**src/rtl/lc3b_evict_buffer.sv**
```systemverilog
`default_nettype none
// ============================================================================
// Module   : lc3b_evict_buffer
// Purpose  : Write-back eviction buffer between the L1 data cache and memory.
//            Dirty lines are queued in FIFO order, drained one at a time,
//            visible to miss lookups, and coalesced on re-eviction.
// Revision : 1.0 - initial release
// ============================================================================
module lc3b_evict_buffer #(
    parameter int DATA_WIDTH  = 128,
    parameter int ADDR_WIDTH  = 16,
    parameter int OFFSET_BITS = 4,
    parameter int DEPTH       = 4
) (
    input  logic                       clk,
    input  logic                       rst_n,
    input  logic                       enq_valid,
    output logic                       enq_ready,
    input  logic [ADDR_WIDTH-1:0]      enq_addr,
    input  logic [DATA_WIDTH-1:0]      enq_data,
    input  logic [ADDR_WIDTH-1:0]      lkp_addr,
    output logic                       lkp_hit,
    output logic [DATA_WIDTH-1:0]      lkp_data,
    output logic                       mem_write,
    output logic [ADDR_WIDTH-1:0]      mem_address,
    output logic [DATA_WIDTH-1:0]      mem_wdata,
    input  logic                       mem_resp,
    input  logic                       flush_req,
    output logic                       flush_done,
    output logic                       empty,
    output logic                       full,
    output logic [$clog2(DEPTH+1)-1:0] count
);

    localparam int TAG_W = ADDR_WIDTH - OFFSET_BITS;
    localparam int PTR_W = $clog2(DEPTH);
    localparam int CNT_W = $clog2(DEPTH+1);

    typedef enum logic [0:0] {
        S_IDLE  = 1'b0,
        S_WRITE = 1'b1
    } state_t;

    state_t                  state_q;
    logic                    flush_pending_q;
    logic                    flush_done_q;
    logic [DEPTH-1:0]        valid_q;
    logic [TAG_W-1:0]        tag_q  [DEPTH];
    logic [DATA_WIDTH-1:0]   data_q [DEPTH];
    logic [PTR_W-1:0]        head_q, head_d;
    logic [PTR_W-1:0]        tail_q, tail_d;
    logic [CNT_W-1:0]        count_q, count_d;

    logic [TAG_W-1:0]        enq_tag, lkp_tag;
    logic                    head_locked;
    logic                    coal_hit;
    logic [PTR_W-1:0]        coal_idx;
    logic                    do_coal, do_app, do_pop;
    logic                    unused_bits;

    assign enq_tag     = enq_addr[ADDR_WIDTH-1:OFFSET_BITS];
    assign lkp_tag     = lkp_addr[ADDR_WIDTH-1:OFFSET_BITS];
    assign unused_bits = ^{enq_addr[OFFSET_BITS-1:0], lkp_addr[OFFSET_BITS-1:0]};

    // The head entry is frozen for the whole memory write.
    assign head_locked = (state_q == S_WRITE);

    assign empty      = (count_q == '0);
    assign full       = (count_q == CNT_W'(DEPTH));
    assign count      = count_q;
    assign enq_ready  = !full || coal_hit;
    assign mem_write  = head_locked;
    assign mem_address = {tag_q[head_q], {OFFSET_BITS{1'b0}}};
    assign mem_wdata  = data_q[head_q];
    assign flush_done = flush_done_q;

    assign do_coal = enq_valid && coal_hit;
    assign do_app  = enq_valid && !coal_hit && !full;
    assign do_pop  = head_locked && mem_resp;

    // Find the (at most one) unlocked valid entry matching the enqueue tag.
    always_comb begin
        coal_hit = 1'b0;
        coal_idx = '0;
        for (int i = 0; i < DEPTH; i++) begin
            if (valid_q[i] && !(head_locked && (PTR_W'(i) == head_q)) &&
                (tag_q[i] == enq_tag)) begin
                coal_hit = 1'b1;
                coal_idx = PTR_W'(i);
            end
        end
    end

    // Miss lookup: an unlocked match is newer than the locked head copy.
    always_comb begin
        lkp_hit  = 1'b0;
        lkp_data = '0;
        if (head_locked && valid_q[head_q] && (tag_q[head_q] == lkp_tag)) begin
            lkp_hit  = 1'b1;
            lkp_data = data_q[head_q];
        end
        for (int i = 0; i < DEPTH; i++) begin
            if (valid_q[i] && !(head_locked && (PTR_W'(i) == head_q)) &&
                (tag_q[i] == lkp_tag)) begin
                lkp_hit  = 1'b1;
                lkp_data = data_q[i];
            end
        end
    end

    // Next pointers and occupancy; a simultaneous push and pop cancel out.
    always_comb begin
        head_d  = head_q;
        tail_d  = tail_q;
        count_d = count_q;
        if (do_pop) begin
            head_d = head_q + PTR_W'(1);
        end
        if (do_app) begin
            tail_d = tail_q + PTR_W'(1);
        end
        if (do_app && !do_pop) begin
            count_d = count_q + CNT_W'(1);
        end else if (!do_app && do_pop) begin
            count_d = count_q - CNT_W'(1);
        end
    end

    // Valid bits, pointers and count.
    always_ff @(posedge clk) begin
        if (!rst_n) begin
            valid_q <= '0;
            head_q  <= '0;
            tail_q  <= '0;
            count_q <= '0;
        end else begin
            if (do_pop) begin
                valid_q[head_q] <= 1'b0;
            end
            if (do_app) begin
                valid_q[tail_q] <= 1'b1;
            end
            head_q  <= head_d;
            tail_q  <= tail_d;
            count_q <= count_d;
        end
    end

    // Line payload storage; validity is tracked separately so no reset needed.
    always_ff @(posedge clk) begin
        if (do_app) begin
            tag_q[tail_q]  <= enq_tag;
            data_q[tail_q] <= enq_data;
        end else if (do_coal) begin
            data_q[coal_idx] <= enq_data;
        end
    end

    // Drain FSM with flush tracking; IDLE always separates consecutive writes.
    always_ff @(posedge clk) begin
        if (!rst_n) begin
            state_q         <= S_IDLE;
            flush_pending_q <= 1'b0;
            flush_done_q    <= 1'b0;
        end else begin
            flush_done_q <= 1'b0;
            if (state_q == S_IDLE) begin
                if (!empty) begin
                    state_q <= S_WRITE;
                end
            end else begin
                if (mem_resp) begin
                    state_q <= S_IDLE;
                end
            end
            if ((flush_pending_q || flush_req) && (state_q == S_IDLE) && empty) begin
                flush_pending_q <= 1'b0;
                flush_done_q    <= 1'b1;
            end else if (flush_req) begin
                flush_pending_q <= 1'b1;
            end
        end
    end

endmodule
`default_nettype wire

```
**config.mk**
```make
export PLATFORM = sky130hd
export DESIGN_NAME = lc3b_evict_buffer
export DESIGN_NICKNAME = d
export VERILOG_FILES = /design/src/rtl/lc3b_evict_buffer.sv
export SDC_FILE = /design/constraint.sdc
export NUM_CORES = 1
export LEC_CHECK = 0
export ABC_AREA = 1
export BUFFER_PORTS_ARGS = -buffer_cell sky130_fd_sc_hd__buf_2
export CAP_MARGIN = 20
export CORE_MARGIN = 2
export CORE_UTILIZATION = 35
export CTS_CLUSTER_SIZE = 14
export DETAILED_ROUTE_END_ITERATION = 7
export GPL_TIMING_DRIVEN = 1
export PLACE_DENSITY = 0.66
export SLEW_MARGIN = 20
export SYNTH_ARGS = -nofsm -noshare
export SYNTH_HDL_FRONTEND = slang
export SYNTH_SLANG_ARGS = --single-unit
```
**constraint.sdc**
```tcl
create_clock -name clk -period 8.7 [get_ports clk]
set_input_delay 1.74 -clock clk [delete_from_list [all_inputs] [get_ports clk]]
set_output_delay 1.74 -clock clk [all_outputs]
set_load 0.005 [all_outputs]
```
==> flow_metrics.py, run 1 <==
metrics = {
    "outcome": {
        "run_status": "finished clean",
    },
    "global_routing": {
        "grt.total_usage_pct": 21.33,
        "overflow": 0,
        "grt_pass1_wl_um": 148500,
        "grt_start_max_net_pins": 214,
        "grt_pass1_vias": 25000,
        "antenna_found_initial": 17,
    },
    "setup_path": {
        "crit_fanout": 45,
        "critPathArrivalTime_ns": 5.11,
        "crit_type": "primary input to primary output",
        "critPathRequiredTime_ns": 6.96,
        "end_kind": "primary output",
        "critPathLaunchType": "primary input",
    },
    "detailed_routing": {
        "wirelength_um": 101400,
        "postRouteAntennaNets": 0,
        "drc": 0,
        "drt_iter0_markers": 2614,
        "wire_per_inst_um": 19.58,
        "vias": 26820,
        "avgViaCountPerCell": 5.176,
        "firstDrtPassIters": 8,
    },
    "layout": {
        "multi_input_area_um2": 11470,
        "final_nets": 4133,
        "instances_no_fill": 5182,
        "fillers": 8623,
        "synthToLayoutAreaGrowth_pct": 16.92,
        "drive_gt1_share_pct": 17.54,
        "regArea_um2": 17140,
    },
    "synthesis": {
        "netlist_instances": 3636,
        "synthTopCellsByCount": "nand2_1, nor2_1, edfxtp_1, inv_1, o21ai_0",
        "syn_area_um2": 31040,
        "synth-edff-count": 560,
        "synth_area_leaders": "edfxtp_1, nand2_1, nor2_1",
        "synth-seq-cells": 576,
        "synth_top_area_share_pct": 54.18,
        "ys_types": 41,
        "synthFlopType": "edfxtp_1",
        "yosysSeqAreaShare_pct": 55.21,
        "synth_top_area_cell": "edfxtp_1",
        "yosysWarningCount": 0,
        "syn_area_per_cell_um2": 8.536,
        "synth.most_common_cell": "nand2_1",
        "async_flop_share_pct": 0,
    },
    "clock_tree": {
        "clk_pin_slew_ns": 0.06,
        "cts_sinks": 576,
        "cts_buffers": 67,
        "clk_latency_ns": 0.60,
        "htreeDepth": 3,
        "cts_hold_buf": 0,
        "postCtsResizedCells": 0,
        "cts-root-buf": "clkbuf_16",
        "cts_setup_buffers": 0,
        "cts_tree": "done",
        "clockBufferDepth": 3,
    },
    "die": {
        "die_area_um2": 91080,
        "dieHeight_um": 301.8,
        "pin_count": 446,
        "core_area_um2": 88100,
        "rows": 109,
        "fp.dieW_um": 301.8,
        "start_util_pct": 35.23,
    },
    "timing": {
        "rsz0062_at_grt": "no",
        "tightest_slew_ns": 1.038,
        "slew_headroom_pct": 30.82,
        "min_period_ns": 6.854,
        "final-max-slew-violation-count": 0,
        "max_clock_freq_mhz": 145.9,
        "final.period_utilization_pct": 78.78,
        "finalSetupViolCount": 0,
        "whs_ns": 0.5226,
        "clock_skew_ns": 0.03028,
        "fin_setup_tns_ns": 0,
        "finalHoldViolations": 0,
    },
    "placed_design": {
        "io_buffers": 433,
        "hpwl_um": 60040,
        "dp_cells": 5053,
        "gp_congestion": 0.9476,
    },
    "worst_hold_path": {
        "hold_class": "flip-flop to flip-flop",
    },
    "power": {
        "irDropWorstVdd_mv": 0.1768,
        "leakage_uw": 0.01581,
        "power_density_nw_per_um2": 229.6,
    },
    "job": {
        "cap_violations": 0,
    },
}
-- worst max-delay path, stage by stage --
cell     delay [ns]
buf_2          0.17
inv_1          0.20
o22ai_1        0.10
or2_2          0.29
nor4_1         0.42
nand2_4        0.56
buf_4          0.54
buf_4          0.45
nand3_1        0.18
nand2_1        0.07
inv_1          0.07
nand2_1        0.08
buf_2          0.13
-- routing by layer --
metal	vias to the layer above	share of wire (%)	global-route usage [%]
li1	12620	-	-
met1	12630	40	27.13
met2	1320	48	35.76
met5	-	0.087	0
met4	14	3.0	8.487
met3	239	9.3	4.144
-- flip-flops by register name (all words and copies together), names as in the netlist, named ones only --
register and count:
tag_q 48, flush_pending_q 1, tail_q 2, count 3, valid_q 4, head_q 2, data_q 512, mem_write 1
flush_done 1
-- area by class of cell --
class | instances | share of cell area, %
Inverter | 344 | 3.600
Clock inverter | 38 | 1.152
Clock buffer | 81 | 4.882
Sequential cell | 576 | 47.24
Timing Repair Buffer | 480 | 7.447
Multi-Input combinational cell | 2489 | 31.60
Antenna cell | 9 | 0.06206
Tap cell | 1165 | 4.017
-- report_power, final --
group / leakage, uW / internal (uW) / total [uW] / switching [uW]
clock: 0.00107 / 1670 / 2820 / 1150
combinational: 0.00948 / 585 / 1900 / 1320
sequential: 0.00526 / 3420 / 3610 / 192
total: 0.0158 / 5670 / 8330 / 2660
-- metrics by stage --
| step | cell area (um^2) | util, % | worst slack (ns) | total power (uW) |
|---|---|---|---|---|
| after global placement | 34030 | 38.62 | 1.864 | 5523 |
| after CTS | 36240 | 41.13 | 1.847 | 8379 |
| after detailed placement | 34050 | 38.65 | 1.860 | 5548 |
| after global routing | 36280 | 41.18 | 1.718 | 8703 |
| after floorplan | 31050 | - | -0.07976 | 4717 |
| final | 36290 | 41.19 | 1.846 | 8332 |
-- final timing paths --
| path | startpoint | slack (ns) | end | cells past startpoint |
|---|---|---|---|---|
| setup / recovery | lkp_addr[9] | 1.85 | lkp_data[19] | 13 |
| hold / removal | count[2]$_SDFFE_PN0P_ | 0.52 | count[2]$_SDFFE_PN0P_ | 2 |
| setup reg to reg | head_q[0]$_SDFFE_PN0P_ | 5.04 | data_q[1][103]$_DFFE_PP_ | 14 |
| hold reg to reg | count[2]$_SDFFE_PN0P_ | 0.52 | count[2]$_SDFFE_PN0P_ | 2 |
-- cell usage in the layout, fill, tap and decap left out, types with 3 or more instances in the layout --
cell type	count
clkinv_1	11
clkinv_4	3
nor2_1	562
o22ai_1	155
o2111ai_1	3
inv_4	3
inv_6	4
inv_2	4
inv_1	336
xnor2_1	23
nand4_1	4
nor4_1	3
nand3_2	100
clkinv_2	9
o21ai_0	280
o21a_1	4
diode_2	9
buf_12	13
nand3_1	204
a21oi_1	15
nand2_4	5
buf_2	433
nand3b_1	5
xor2_1	14
bufinv_16	7
clkbuf_1	12
ha_1	9
nand2_1	1072
conb_1	4
dfxtp_1	14
clkbuf_16	69
edfxtp_1	560
nor3_1	5
nor2_2	3
nor2_4	4
buf_4	33
-- kinds of logic after synthesis --
group           Yosys count  synth area share, %
flops                   576                55.21
xor+xnor                 37                1.044
other cells               1              0.01208
buf+inv                 574                8.107
fa+ha+maj                10               0.4273
compound gates          464                8.228
simple gates           1974                26.97
(Power assumes the default switching activity.)
==> run 2: changes to the inputs <==
--- a/config.mk
+++ b/config.mk
@@ -5,7 +5,7 @@
 export SDC_FILE = /design/constraint.sdc
 export NUM_CORES = 1
 export LEC_CHECK = 0
-export ABC_AREA = 1
+export ABC_AREA = 0
 export BUFFER_PORTS_ARGS = -buffer_cell sky130_fd_sc_hd__buf_2
 export CAP_MARGIN = 20
 export CORE_MARGIN = 2
@@ -13,7 +13,7 @@
 export CTS_CLUSTER_SIZE = 14
 export DETAILED_ROUTE_END_ITERATION = 7
 export GPL_TIMING_DRIVEN = 1
-export PLACE_DENSITY = 0.66
+export PLACE_DENSITY = 0.67
 export SLEW_MARGIN = 20
 export SYNTH_ARGS = -nofsm -noshare
 export SYNTH_HDL_FRONTEND = slang
==> constraint.sdc (replaced) <==
create_clock -name clk -period 5.95 [get_ports clk]
set_input_delay 1.19 -clock clk [delete_from_list [all_inputs] [get_ports clk]]
set_output_delay 1.19 -clock clk [all_outputs]
set_load 0.005 [all_outputs]
==> flow_metrics.py, run 2 <==
metrics = {
    "detailed_routing": {
        "drc": 0,
        "wire_per_inst_um": 26.79,
        "firstDrtPassIters": 6,
        "vias": 21600,
        "wirelength_um": 94960,
        "postRouteAntennaNets": 0,
        "drt_iter0_markers": 2026,
        "avgViaCountPerCell": 6.093,
    },
    "clock_tree": {
        "clockBufferDepth": 3,
        "clk_latency_ns": 0.60,
        "clk_pin_slew_ns": 0.06,
        "postCtsResizedCells": 0,
        "cts_buffers": 68,
        "cts_hold_buf": 0,
        "cts_setup_buffers": 0,
        "cts-root-buf": "clkbuf_16",
        "cts_tree": "done",
        "htreeDepth": 3,
        "cts_sinks": 576,
    },
    "layout": {
        "instances_no_fill": 3544,
        "largest_reg_flops": 512,
        "synthToLayoutAreaGrowth_pct": 19.03,
        "final_nets": 2595,
        "final_cell_mix": "edfxtp_1, buf_2, nand2_1",
        "largest_register": "data_q",
        "top_regs": "data_q x512, tag_q x48, valid_q x4",
        "drive_gt1_share_pct": 29.54,
        "final_common_cell": "edfxtp_1",
        "final_util_pct": 42.06,
    },
    "job": {
        "cap_violations": 0,
    },
    "global_routing": {
        "antenna_found_initial": 23,
        "grt.total_usage_pct": 21.99,
        "grt_start_max_net_pins": 129,
        "grt_pass1_wl_um": 138600,
        "grt_pass1_vias": 22550,
        "overflow": 0,
    },
    "die": {
        "rows": 104,
        "core_area_um2": 80420,
        "fp.dieW_um": 288.9,
        "pin_count": 446,
        "dieHeight_um": 288.9,
        "start_util_pct": 35.33,
        "die_area_um2": 83480,
    },
    "timing": {
        "max_clock_freq_mhz": 175.1,
        "min_period_ns": 5.712,
        "final-max-slew-violation-count": 0,
        "fin_setup_tns_ns": 0,
        "rsz0062_at_grt": "no",
        "finalHoldViolations": 0,
        "final.period_utilization_pct": 96.01,
        "tightest_slew_ns": 1.116,
        "clock_skew_ns": 0.02285,
        "finalSetupViolCount": 0,
        "slew_headroom_pct": 25.61,
    },
    "setup_path": {
        "critPathLaunchType": "flip-flop",
        "critPathArrivalTime_ns": 4.52,
        "critPathRequiredTime_ns": 4.76,
        "end_kind": "primary output",
        "crit_fanout": 128,
        "ff2ff_path_depth": 9,
        "crit_type": "flip-flop to primary output",
    },
    "power": {
        "intPower_uw": 8149,
        "power_frac_comb_pct": 20.8,
        "power.total_uw": 11420,
        "clockPowerShare_pct": 33.9,
        "leakage_uw": 0.01141,
        "p_sw_uw": 3276,
        "irDropWorstVdd_mv": 0.2446,
        "power_density_nw_per_um2": 337.8,
        "swShare_pct": 28.67,
        "pwr-share-seq_pct": 45.4,
    },
    "synthesis": {
        "syn_area_um2": 28410,
        "synthTopCellsByCount": "edfxtp_1, nand2_1, clkbuf_1, nor2_1, mux4_2",
        "syn_area_per_cell_um2": 13.68,
        "synth_top_area_cell": "edfxtp_1",
        "synth.most_common_cell": "edfxtp_1",
        "async_flop_share_pct": 0,
        "yosysWarningCount": 0,
        "netlist_instances": 2077,
        "synth-seq-cells": 576,
        "synth_area_leaders": "edfxtp_1, mux4_2, o41a_1",
        "yosysSeqAreaShare_pct": 60.31,
        "synthFlopType": "edfxtp_1",
        "synth-edff-count": 560,
        "ys_types": 49,
        "synth_top_area_share_pct": 59.18,
    },
    "outcome": {
        "run_status": "finished clean",
    },
    "placed_design": {
        "dp_cells": 3410,
        "hpwl_um": 54720,
        "gp_congestion": 0.8564,
        "io_buffers": 433,
    },
    "worst_hold_path": {
        "hold_class": "flip-flop to flip-flop",
        "hold_depth": 2,
    },
}
==> run 2: worst paths after layout <==
check                         start                        to  slack [ns]
max                       flip-flop              lkp_data[63]        0.24
min          tail_q[1]$_SDFFE_PN0P_    tail_q[1]$_SDFFE_PN0P_        0.52
max reg2reg  head_q[0]$_SDFFE_PN0P_  data_q[2][126]$_DFFE_PP_        2.37
min reg2reg  tail_q[1]$_SDFFE_PN0P_    tail_q[1]$_SDFFE_PN0P_        0.52
==> run 2: logic make-up (layout without fill, tap and decap cells) <==
family | after synthesis | in the layout | synth area share (%)
simple gates | 607 | 607 | 9.194
flops | 576 | 576 | 60.31
compound gates | 411 | 411 | 11.97
mux | 147 | 147 | 11.30
buf+inv | 213 | 601 | 3.294
other cells | 1 | 20 | 0.01320
fa+ha+maj | 10 | 10 | 0.4668
xor+xnor | 112 | 112 | 3.452
==> run 2: area by class of cell <==
cell class | count | area [um^2]
fill | 7343 | 46590
sequential | 576 | 17140
timing repair buffer | 476 | 2790
tap | 1060 | 1326
antenna | 16 | 40.04
inverter | 7 | 26.28
clock buffer | 85 | 1797
clock inverter | 33 | 265.3
multi-input combinational | 1291 | 10430
==> run 2: metrics by stage <==
step / setup WS [ns] / cell area [um^2] / hold WS [ns]
global placement: 0.8580 / 31720 / 0.4957
global route: 0.08871 / 33810 / 0.5693
CTS: 0.2655 / 33780 / 0.5210
finish: 0.2375 / 33820 / 0.5211
floorplan: 0.1923 / 28450 / 0.4800
detailed placement: 0.8111 / 31720 / 0.5106
==> run 2: power groups by stage <==
stage	clock, uW	combinational [uW]	sequential [uW]
2_1_floorplan	0	1420	5200
3_3_place_gp	0	2340	5220
3_5_place_dp	0	2370	5260
4_1_cts	3930	2380	5180
5_1_grt	4080	2540	5220
6_report	3870	2370	5180
==> run 2: metal layers <==
metal,share of wire (%),routed length (um),GRT usage (%),vias up
li1,-,-,-,8976
met1,36,34230,26.27,10980
met2,50,47210,36.63,1362
met3,10,9785,6.063,262
met4,3.8,3593,10.86,20
met5,0.14,136,0,-
==> run 2: worst max-delay path, cell delays in order, from the launching register on <==
cell      delay [ns]
dfxtp_4         0.53
buf_4           0.67
mux4_2          0.61
xnor2_1         0.15
nand4_1         0.15
buf_12          0.26
o41a_1          0.59
o311ai_1        0.45
buf_2           0.20
